===== src/rtl/muldiv_unit_pkg.sv =====
// Shared definitions for the iterative RV32M multiply/divide unit:
// operation codes (RV32M funct3), FSM state encoding and operand-sign helpers.
package muldiv_unit_pkg;

   localparam logic [2:0] OP_MD_MUL    = 3'b000;
   localparam logic [2:0] OP_MD_MULH   = 3'b001;
   localparam logic [2:0] OP_MD_MULHSU = 3'b010;
   localparam logic [2:0] OP_MD_MULHU  = 3'b011;
   localparam logic [2:0] OP_MD_DIV    = 3'b100;
   localparam logic [2:0] OP_MD_DIVU   = 3'b101;
   localparam logic [2:0] OP_MD_REM    = 3'b110;
   localparam logic [2:0] OP_MD_REMU   = 3'b111;

   typedef enum logic [1:0] {
      ST_IDLE = 2'd0,
      ST_CALC = 2'd1,
      ST_DONE = 2'd2
   } md_state_e;

   // rs1 is treated as two's complement by these operations
   function automatic logic op_a_signed(input logic [2:0] op);
      return (op == OP_MD_MULH) || (op == OP_MD_MULHSU) ||
             (op == OP_MD_DIV)  || (op == OP_MD_REM);
   endfunction

   // rs2 is treated as two's complement by these operations
   function automatic logic op_b_signed(input logic [2:0] op);
      return (op == OP_MD_MULH) || (op == OP_MD_DIV) || (op == OP_MD_REM);
   endfunction

endpackage


===== src/rtl/muldiv_step.sv =====
// One iteration of shift-add multiply or restoring divide on unsigned magnitudes.
// A single WIDTH+1 bit adder is shared; divide feeds it the inverted divisor.
module muldiv_step #(
   parameter int unsigned WIDTH = 32
) (
   input  logic             is_div,
   input  logic [WIDTH-1:0] hi,
   input  logic [WIDTH-1:0] lo,
   input  logic [WIDTH-1:0] b,
   output logic [WIDTH-1:0] hi_next,
   output logic [WIDTH-1:0] lo_next
);

   localparam int unsigned AW = WIDTH + 1;
   localparam int unsigned SW = AW + 1;

   logic [AW-1:0] shifted;
   logic [AW-1:0] opa;
   logic [AW-1:0] opb;
   logic          cin;
   logic [SW-1:0] sum;
   logic          qbit;

   always_comb begin
      shifted = {hi, lo[WIDTH-1]};
      if (is_div) begin
         opa = shifted;
         opb = ~{1'b0, b};
         cin = 1'b1;
      end else begin
         opa = {1'b0, hi};
         opb = lo[0] ? {1'b0, b} : '0;
         cin = 1'b0;
      end
      sum  = {1'b0, opa} + {1'b0, opb} + SW'(cin);
      // carry out of the subtract means the shifted remainder was >= divisor
      qbit = sum[SW-1];
      if (is_div) begin
         hi_next = qbit ? sum[WIDTH-1:0] : shifted[WIDTH-1:0];
         lo_next = {lo[WIDTH-2:0], qbit};
      end else begin
         hi_next = sum[WIDTH:1];
         lo_next = {sum[0], lo[WIDTH-1:1]};
      end
   end

endmodule


===== src/rtl/muldiv_unit.sv =====
// Iterative RV32M multiply/divide unit: valid/ready request, one bit per cycle,
// result held until accepted; divide-by-zero/overflow resolved in one cycle.
module muldiv_unit
   import muldiv_unit_pkg::*;
#(
   parameter int unsigned WIDTH = 32
) (
   input  logic             i_clk,
   input  logic             i_rst_n,
   input  logic             i_valid,
   output logic             o_ready,
   input  logic [2:0]       i_op,
   input  logic [WIDTH-1:0] i_a,
   input  logic [WIDTH-1:0] i_b,
   input  logic             i_kill,
   output logic             o_valid,
   input  logic             i_ready,
   output logic [WIDTH-1:0] o_c
);

   localparam int unsigned CNT_W = $clog2(WIDTH);
   localparam int unsigned PW    = 2 * WIDTH;
   localparam logic [WIDTH-1:0] MIN_INT = {1'b1, {(WIDTH-1){1'b0}}};
   localparam logic [CNT_W-1:0] LAST_CNT = CNT_W'(WIDTH - 1);

   md_state_e        state_q, state_d;
   logic [CNT_W-1:0] cnt_q, cnt_d;
   logic [2:0]       op_q, op_d;
   logic             neg_q, neg_d;
   logic [WIDTH-1:0] hi_q, hi_d, lo_q, lo_d, b_q, b_d, c_q, c_d;
   logic             ready_q, valid_q;

   logic [WIDTH-1:0] step_hi, step_lo;
   logic             a_sgn, b_sgn, b_zero, ovf, fast;
   logic [WIDTH-1:0] fast_res, final_res;
   logic [PW-1:0]    prod;

   muldiv_step #(.WIDTH(WIDTH)) u_step (
      .is_div  (op_q[2]),
      .hi      (hi_q),
      .lo      (lo_q),
      .b       (b_q),
      .hi_next (step_hi),
      .lo_next (step_lo)
   );

   // Request decode: operand signs, fast-path detection and its result
   always_comb begin
      a_sgn    = op_a_signed(i_op) && i_a[WIDTH-1];
      b_sgn    = op_b_signed(i_op) && i_b[WIDTH-1];
      b_zero   = (i_b == '0);
      ovf      = (i_a == MIN_INT) && (i_b == '1);
      fast     = i_op[2] && (b_zero || (!i_op[0] && ovf));
      fast_res = '0;
      if (b_zero) begin
         fast_res = i_op[1] ? i_a : '1;
      end else if (!i_op[1]) begin
         fast_res = MIN_INT;
      end
   end

   // Sign fix-up of the final step, applied on the way into DONE
   always_comb begin
      prod = {step_hi, step_lo};
      if (neg_q) begin
         prod = -prod;
      end
      final_res = '0;
      if (!op_q[2]) begin
         final_res = (op_q == OP_MD_MUL) ? prod[WIDTH-1:0] : prod[PW-1:WIDTH];
      end else if (!op_q[1]) begin
         final_res = neg_q ? -step_lo : step_lo;
      end else begin
         final_res = neg_q ? -step_hi : step_hi;
      end
   end

   always_comb begin
      state_d = state_q;
      cnt_d   = cnt_q;
      op_d    = op_q;
      neg_d   = neg_q;
      hi_d    = hi_q;
      lo_d    = lo_q;
      b_d     = b_q;
      c_d     = c_q;
      unique case (state_q)
         ST_IDLE: begin
            if (i_valid) begin
               op_d  = i_op;
               neg_d = (i_op[2] && i_op[1]) ? a_sgn : (a_sgn ^ b_sgn);
               hi_d  = '0;
               lo_d  = a_sgn ? -i_a : i_a;
               b_d   = b_sgn ? -i_b : i_b;
               cnt_d = '0;
               if (fast) begin
                  c_d     = fast_res;
                  state_d = ST_DONE;
               end else begin
                  state_d = ST_CALC;
               end
            end
         end
         ST_CALC: begin
            hi_d  = step_hi;
            lo_d  = step_lo;
            cnt_d = cnt_q + CNT_W'(1);
            if (cnt_q == LAST_CNT) begin
               c_d     = final_res;
               state_d = ST_DONE;
            end
         end
         ST_DONE: begin
            if (i_ready) begin
               state_d = ST_IDLE;
            end
         end
         default: state_d = ST_IDLE;
      endcase
      // Flush wins over accept and handshake; the request is dropped entirely
      if (i_kill) begin
         state_d = ST_IDLE;
         cnt_d   = cnt_q;
         op_d    = op_q;
         neg_d   = neg_q;
         hi_d    = hi_q;
         lo_d    = lo_q;
         b_d     = b_q;
         c_d     = c_q;
      end
   end

   always_ff @(posedge i_clk or negedge i_rst_n) begin
      if (!i_rst_n) begin
         state_q <= ST_IDLE;
         cnt_q   <= '0;
         op_q    <= '0;
         neg_q   <= 1'b0;
         hi_q    <= '0;
         lo_q    <= '0;
         b_q     <= '0;
         c_q     <= '0;
         ready_q <= 1'b1;
         valid_q <= 1'b0;
      end else begin
         state_q <= state_d;
         cnt_q   <= cnt_d;
         op_q    <= op_d;
         neg_q   <= neg_d;
         hi_q    <= hi_d;
         lo_q    <= lo_d;
         b_q     <= b_d;
         c_q     <= c_d;
         ready_q <= (state_d == ST_IDLE);
         valid_q <= (state_d == ST_DONE);
      end
   end

   assign o_ready = ready_q;
   assign o_valid = valid_q;
   assign o_c     = c_q;

endmodule


===== config.mk =====
export PLATFORM = sky130hd
export DESIGN_NAME = muldiv_unit
export DESIGN_NICKNAME = d
export VERILOG_FILES = /design/src/rtl/muldiv_unit_pkg.sv /design/src/rtl/muldiv_step.sv /design/src/rtl/muldiv_unit.sv
export SDC_FILE = /design/constraint.sdc
export NUM_CORES = 1
export LEC_CHECK = 0
export ABC_AREA = 0
export ABC_CLOCK_PERIOD_IN_PS = 22500
export CORE_ASPECT_RATIO = 1.2
export CORE_UTILIZATION = 53
export CTS_CLUSTER_SIZE = 8
export DETAILED_ROUTE_END_ITERATION = 8
export PLACE_DENSITY = 0.73
export SLEW_MARGIN = 15
export SYNTH_ARGS = -nofsm -noshare
export SYNTH_HDL_FRONTEND = slang
export SYNTH_SLANG_ARGS = --single-unit

===== constraint.sdc =====
create_clock -name i_clk -period 22.5 [get_ports i_clk]
set_input_delay 4.5 -clock i_clk [delete_from_list [all_inputs] [get_ports i_clk]]
set_output_delay 4.5 -clock i_clk [all_outputs]
set_load 0.02 [all_outputs]

# == After elaboration in Yosys (flattened, before gate mapping) ==
# Index checks and enable logic that the tools add are counted.
# op_classes
add_sub_neg,8
n_eq_ne,13
n_mux,35
n_bitwise,3
n_reduce_logical,21
# ops
cell,count
32-bit 2-to-1 mux,19
32-bit one-hot mux with 2 select lines,3
32-bit negation,4
33-bit 2-to-1 mux,2
32-bit == test (second input constant),2
64-bit 2-to-1 mux,1
64-bit negation,1
33-bit by 33-bit adder with 34-bit output,1
34-bit by 1-bit adder with 34-bit output,1
32-bit inverter with 33-bit output,1
32-bit zero test,1
2-bit 2-to-1 mux,5
5-bit one-hot mux with 2 select lines,1
3-bit == test (second input constant),2
1-bit logical AND,6
1-bit logical OR,6
2-bit != test (second input constant),3
2-bit one-hot mux with 3 select lines,1
3-bit AND reduction,2
5-bit by 1-bit adder with 5-bit output (second input constant),1
5-bit == test (second input constant),1
5-bit 2-to-1 mux,1
5-bit AND reduction,1
2-bit == test (second input constant),2
10 further kinds,12
# totals
reg_bits,141
inputBits,72
elab_cells,90

# == Depth between registers and ports, before layout ==
# logic_depth
depth_word,12
ltp_mapped,34
ltp_nobuf,21

# == Modules after synthesis ==
# A second synthesis with hierarchy kept.
# unflattened
hier_cells,1929
area_unflattened_um2,14256.2
# modules_own_cells
mod,n_inst,cells_per_inst,area_per_inst_um2,seq_area_each_um2
muldiv_unit,1,1423,10854.2,3529.6
muldiv_step,1,506,3402.0,0.0

# == Least setup slack after synthesis ==
# OpenSTA, ideal clock, no wires.
# synth_path
path_type,register -> register
startpoint,register op_q[2]
endpoint,register c_q[22] (netlist: o_c[22])
arrival_time_ns,8.065
setup_slack_ns,14.307
path_stages_with_launch,31
path_buffers,12
path_cell_list,dfrtp_1 -> clkbuf_1 -> buf_4 -> buf_4 -> clkbuf_1 -> clkbuf_1 -> buf_2 -> buf_1 -> clkbuf_1 -> clkbuf_1 -> buf_1 -> mux2_2 -> ha_1 -> a21o_1 -> a21bo_2 -> a21o_1 -> o31ai_4 -> nand3_4 -> buf_2 -> buf_1 -> a21oi_1 -> ha_1 -> nand3_1 -> or2_2 -> or2_2 -> nor2_1 -> a21oi_1 -> or3_1 -> or4_1 -> a211oi_1 -> o22ai_1
# synth_via
elab_chain_len,11
elab_cells_between_ends,20
classes_between,add/sub (5); mux (14); reduce/logical (1)
# synth_rtl
element,line,rtl
"start, declared",muldiv_unit.sv:28,"logic [2:0] op_q, op_d;"
"start signal, assigned",muldiv_unit.sv:148,op_q <= op_d;
33-bit 2-to-1 mux,muldiv_step.sv:26,if (is_div) begin
33-bit by 33-bit adder with 34-bit output,muldiv_step.sv:35,"sum = {1'b0, opa} + {1'b0, opb} + SW'(cin);"
34-bit by 1-bit adder with 34-bit output,muldiv_step.sv:35,
32-bit 2-to-1 mux,muldiv_step.sv:39,hi_next = qbit ? sum[WIDTH-1:0] : shifted[WIDTH-1:0];
32-bit 2-to-1 mux,muldiv_step.sv:38,if (is_div) begin
64-bit negation / 32-bit negation (equally long branches),"muldiv_unit.sv:66, muldiv_unit.sv:74",
64-bit 2-to-1 mux / 32-bit 2-to-1 mux (equally long branches),"muldiv_unit.sv:65, muldiv_unit.sv:74",
32-bit 2-to-1 mux (on tied branches),"muldiv_unit.sv:70, muldiv_unit.sv:71",
32-bit 2-to-1 mux *,muldiv_unit.sv:69,if (!op_q[2]) begin
32-bit 2-to-1 mux *,muldiv_unit.sv:108,if (cnt_q == LAST_CNT) begin
32-bit one-hot mux with 2 select lines *,muldiv_unit.sv:87,unique case (state_q)
"end signal, assigned",muldiv_unit.sv:142,c_q <= '0;
"end signal, assigned",muldiv_unit.sv:153,c_q <= c_d;
"end, declared",muldiv_unit.sv:30,"logic [WIDTH-1:0] hi_q, hi_d, lo_q, lo_d, b_q, b_d, c_q, c_d;"
# Every way passes the cells marked *; elsewhere a longest branch is shown, timed or not. The select of a mux whose other input is x is not followed.
# A chain may end at the register's enable or synchronous reset.

# == Final worst setup path ==
# layout_path
startpoint,register op_q[2]
endpoint,register c_q[18] (netlist: o_c[18])
# Same word-level chain as after synthesis.

==> flow_results.xml <==
<?xml version="1.0" encoding="UTF-8"?>
<metrics>
  <group name="status">
    <metric name="run_status" unit="">completed</metric>
  </group>
  <group name="final_layout">
    <metric name="final_design_area_no_fill" unit="um2">16100</metric>
    <metric name="multi_input_area" unit="um2">10100</metric>
    <metric name="areaGrowthSynthToFinish" unit="%">12.9</metric>
    <metric name="filler_cell_count" unit="">2444</metric>
    <metric name="post_route_cells_drive_above_1_share" unit="%">7.31</metric>
    <metric name="non_filler_cells_final" unit="">2252</metric>
    <metric name="seq_area" unit="um2">3530</metric>
    <metric name="finalNetCount" unit="">2015</metric>
  </group>
  <group name="global_routing">
    <metric name="first_pass_grt_wire_length" unit="um">83700</metric>
    <metric name="grt.overflow.total" unit="">0</metric>
    <metric name="maximum_number_of_pins_on_one_net_before_global_route_repair" unit="">96</metric>
    <metric name="grt_antenna_before_repair" unit="">2</metric>
    <metric name="vias_in_the_first_global_route" unit="">14200</metric>
    <metric name="groute.usage.overall" unit="%">40.3</metric>
  </group>
  <group name="logic_synthesis">
    <metric name="synth_cells" unit="">1870</metric>
    <metric name="yosysTopAreaCellShare" unit="%">24.6</metric>
    <metric name="number_of_unique_standard_cell_types_used_by_synthesis" unit="">91</metric>
    <metric name="library_cell_occupying_the_most_area_in_the_post_synthesis_netlist" unit="">sky130_fd_sc_hd__dfrtp_1</metric>
    <metric name="post_synth_instance_area" unit="um2">14200</metric>
    <metric name="synth_async_sr_flop_share" unit="%">100</metric>
    <metric name="synth_edf_count" unit="">0</metric>
    <metric name="yosysWarnings" unit="">0</metric>
    <metric name="synth_top_cells_by_count" unit="">sky130_fd_sc_hd__nand2_1, sky130_fd_sc_hd__o21ai_0, sky130_fd_sc_hd__nor2_1</metric>
    <metric name="synthFlopType" unit="">sky130_fd_sc_hd__dfrtp_1</metric>
    <metric name="yosysSeqAreaShare" unit="%">24.8</metric>
    <metric name="count_leader_synth" unit="">sky130_fd_sc_hd__nand2_1</metric>
    <metric name="synth.ff_latch_count" unit="">141</metric>
    <metric name="ys_top_cells_by_area" unit="">sky130_fd_sc_hd__dfrtp_1, sky130_fd_sc_hd__o21ai_0, sky130_fd_sc_hd__nand2_1</metric>
    <metric name="synth_fp_nets" unit="">1983</metric>
    <metric name="post_synth.cell_area_avg" unit="um2">7.62</metric>
  </group>
  <group name="timing">
    <metric name="achievable-frequency" unit="MHz">112</metric>
    <metric name="setup_violations" unit="">0</metric>
    <metric name="worst-slew-pin-transition" unit="ps">1280</metric>
    <metric name="finalHoldViolCount" unit="">0</metric>
    <metric name="unrepaired_setup_endpoints_after_global_routing" unit="">no</metric>
    <metric name="timing.setup.tns" unit="ps">0</metric>
    <metric name="finClkSkew" unit="ps">9.12</metric>
    <metric name="max-slew-margin-rel" unit="%">14.0</metric>
    <metric name="post-route-period-util" unit="%">39.8</metric>
    <metric name="slew_viol_final" unit="">0</metric>
    <metric name="layout_min_cycle_time" unit="ps">8960</metric>
  </group>
  <group name="cts">
    <metric name="clock_tree.buffer_depth" unit="">2</metric>
    <metric name="cts_hold_repair_buffers" unit="">0</metric>
    <metric name="clockRootBuffer" unit="">sky130_fd_sc_hd__clkbuf_16</metric>
    <metric name="numClockSinks" unit="">141</metric>
    <metric name="cts_repair_resize_count" unit="">0</metric>
    <metric name="cts.clk_slew.worst_paths" unit="ps">70</metric>
    <metric name="worst_skew_pair.late_latency" unit="ps">450</metric>
    <metric name="h-tree-depth" unit="">4</metric>
    <metric name="cts_tree" unit="">yes</metric>
    <metric name="inserted_clock_buffers" unit="">17</metric>
    <metric name="cts_setup_buffers" unit="">0</metric>
  </group>
  <group name="die">
    <metric name="row_count" unit="">65</metric>
    <metric name="start_util" unit="%">54.1</metric>
    <metric name="top_level_ports" unit="">106</metric>
    <metric name="die_area" unit="um2">27500</metric>
    <metric name="design.core.area" unit="um2">26400</metric>
    <metric name="dieHeight" unit="um">182</metric>
    <metric name="die_w" unit="um">152</metric>
  </group>
  <group name="flow_run">
    <metric name="maxCapViolCount" unit="">0</metric>
  </group>
  <group name="drt">
    <metric name="maxUsedRoutingLayer" unit="">met5</metric>
    <metric name="drtAntennaViolNets" unit="">0</metric>
    <metric name="drt_pass1_iterations" unit="">8</metric>
    <metric name="drt_iter0_markers" unit="">1597</metric>
    <metric name="routed-via-count" unit="">15400</metric>
    <metric name="via_density_per_instance" unit="">6.84</metric>
    <metric name="route.met3.wl" unit="um">3790</metric>
    <metric name="wl_per_cell" unit="um">24.4</metric>
    <metric name="met2_wirelength" unit="um">25900</metric>
    <metric name="m1WireLength" unit="um">21100</metric>
    <metric name="finalWirelength" unit="um">55000</metric>
    <metric name="drt_drc_violations_left" unit="">0</metric>
  </group>
  <group name="setup_path">
    <metric name="timing.setup.critical_path_class" unit="">reg -&gt; reg</metric>
    <metric name="path_max_fanout" unit="">59</metric>
    <metric name="sort_of_element_at_the_end_of_the_critical_path" unit="">flop</metric>
    <metric name="r2r-start" unit="">op_q[2]</metric>
    <metric name="r2r_end" unit="">o_c[18]</metric>
    <metric name="crit_path_max_incr_delay" unit="ps">640</metric>
    <metric name="worstPathCellList" unit="">buf_4, buf_4, mux2_2, ha_1, a21oi_1, a21bo_2, a21o_1, o31ai_4, nand3_4, a21oi_1, ha_1, nand3_1, or2_2, or2_2, nor2_1, a21oi_1, nor3_1, a21o_1, xnor2_1, a221oi_1, o21ai_0</metric>
    <metric name="critical_path.slowest_cell" unit="">sky130_fd_sc_hd__buf_4</metric>
    <metric name="timing.critical_path.mode_cell" unit="">sky130_fd_sc_hd__a21oi_1</metric>
    <metric name="setup.reg_to_reg.worst_slack" unit="ps">13540</metric>
    <metric name="timing.critical_path.required" unit="ps">22810</metric>
    <metric name="crit_path_start_kind" unit="">flop</metric>
    <metric name="rr_worst_depth" unit="">21</metric>
    <metric name="critPathArrivalTime" unit="ps">9280</metric>
  </group>
  <group name="pwr">
    <metric name="worst_ir_drop_vdd" unit="mV">0.0515</metric>
    <metric name="p_total" unit="mW">1.74</metric>
    <metric name="static-leakage-power" unit="nW">6.44</metric>
    <metric name="power_per_cell_area" unit="nW/um2">108</metric>
  </group>
  <group name="worst_hold_path">
    <metric name="worstHoldStart" unit="">o_c[16]</metric>
    <metric name="min_to" unit="">o_c[16]</metric>
    <metric name="hold_depth" unit="">1</metric>
    <metric name="hold_path_class" unit="">reg -&gt; reg</metric>
  </group>
  <group name="placement">
    <metric name="globalplace.congestion" unit="">1.02</metric>
    <metric name="detailed_place_hpwl" unit="um">41200</metric>
    <metric name="numPortBuffers" unit="">105</metric>
    <metric name="postPlaceCellArea" unit="um2">15500</metric>
    <metric name="dp.cells" unit="">2218</metric>
  </group>
</metrics>
## power breakdown
| part | total [mW] | internal [mW] | switching [mW] |
|---|---|---|---|
| logic | 1.08 | 0.384 | 0.697 |
| clock network | 0.297 | 0.159 | 0.139 |
| registers | 0.362 | 0.303 | 0.0593 |
| total | 1.74 | 0.845 | 0.895 |
## kinds of logic after synthesis
group           after synthesis  share of synthesized area [%]
compound gates              665                           30.8
xor+xnor                    153                           9.41
mux                          76                           5.74
fa+ha+maj                    41                           3.71
buf+inv                     161                           4.44
flops                       141                           24.8
simple gates                633                           21.2
## registers in the layout (all words and copies together), names as in the netlist
name,flops
op_q,3
o_ready,1
o_c,32
b_q,32
state_q,2
lo_q,32
hi_q,32
o_valid,1
cnt_q,5
neg_q,1
## cells in the final DEF (no fill, tap or decap), drive strengths merged, types with 14 or more instances in the layout
master           n
mux2            33
nor3            60
and2            15
nand3           32
xnor2           76
nand2          201
a211oi          17
or3             24
nor4            14
clkbuf          17
a21o            43
clkdlybuf4s50  104
buf             26
a22o            14
ha              39
o211ai          20
inv             51
nand4           26
nor2b           15
mux2i           42
o31ai           36
o21ai          196
and3            15
a21oi          149
a221oi          40
a31oi           25
nor2           173
dfrtp          140
xor2            77
## worst max-delay path: cells and delay by family, from the launching register on
| kind | cells | cell delay (ps) |
|---|---|---|
| AOI/OAI and AO/OA | 9 | 3000 |
| and+or+nand+nor | 6 | 2870 |
| buffers and inverters | 2 | 1170 |
| adders and majority gates | 2 | 760 |
| DFF | 1 | 440 |
| muxes | 1 | 420 |
| xor gates and xnor gates | 1 | 60 |
## through the flow
step	setup WS, ps	hold WS [ps]	utilization (%)
6_report	13540	497	61.0
5_1_grt	13250	516	61.0
4_1_cts	14220	498	61.0
3_5_place_dp	14030	482	58.7
3_3_place_gp	14150	474	58.7
2_1_floorplan	14310	468	-
## layout make-up
cell class                 instances  area share (%)
multi-input combinational       1568            62.9
sequential                       141            22.0
timing repair buffer             130            7.71
clock buffer                      17            2.65
tap                              335            2.61
clock inverter                    15            1.10
inverter                          44            1.03
antenna                            2          0.0311
## per-layer routing
metal | global-route usage, % | vias to the layer above
met1 | 49.0 | 7403
met5 | 0 | -
met4 | 28.1 | 2
met3 | 6.08 | 185
li1 | - | 7038
met2 | 64.6 | 775
## worst max path at each step
stage            start       to  slack [ps]  depth (start not counted)
3_3_place_gp   i_b[10]  o_c[27]       14150                         15
4_1_cts        op_q[2]  o_c[18]       14220                         21
5_1_grt        op_q[2]  o_c[18]       13250                         21
6_report       op_q[2]  o_c[18]       13540                         21
3_5_place_dp   i_b[10]  o_c[27]       14030                         15
2_1_floorplan  op_q[2]  o_c[22]       14310                         30
Note: power is estimated with default switching activity, not from simulation.
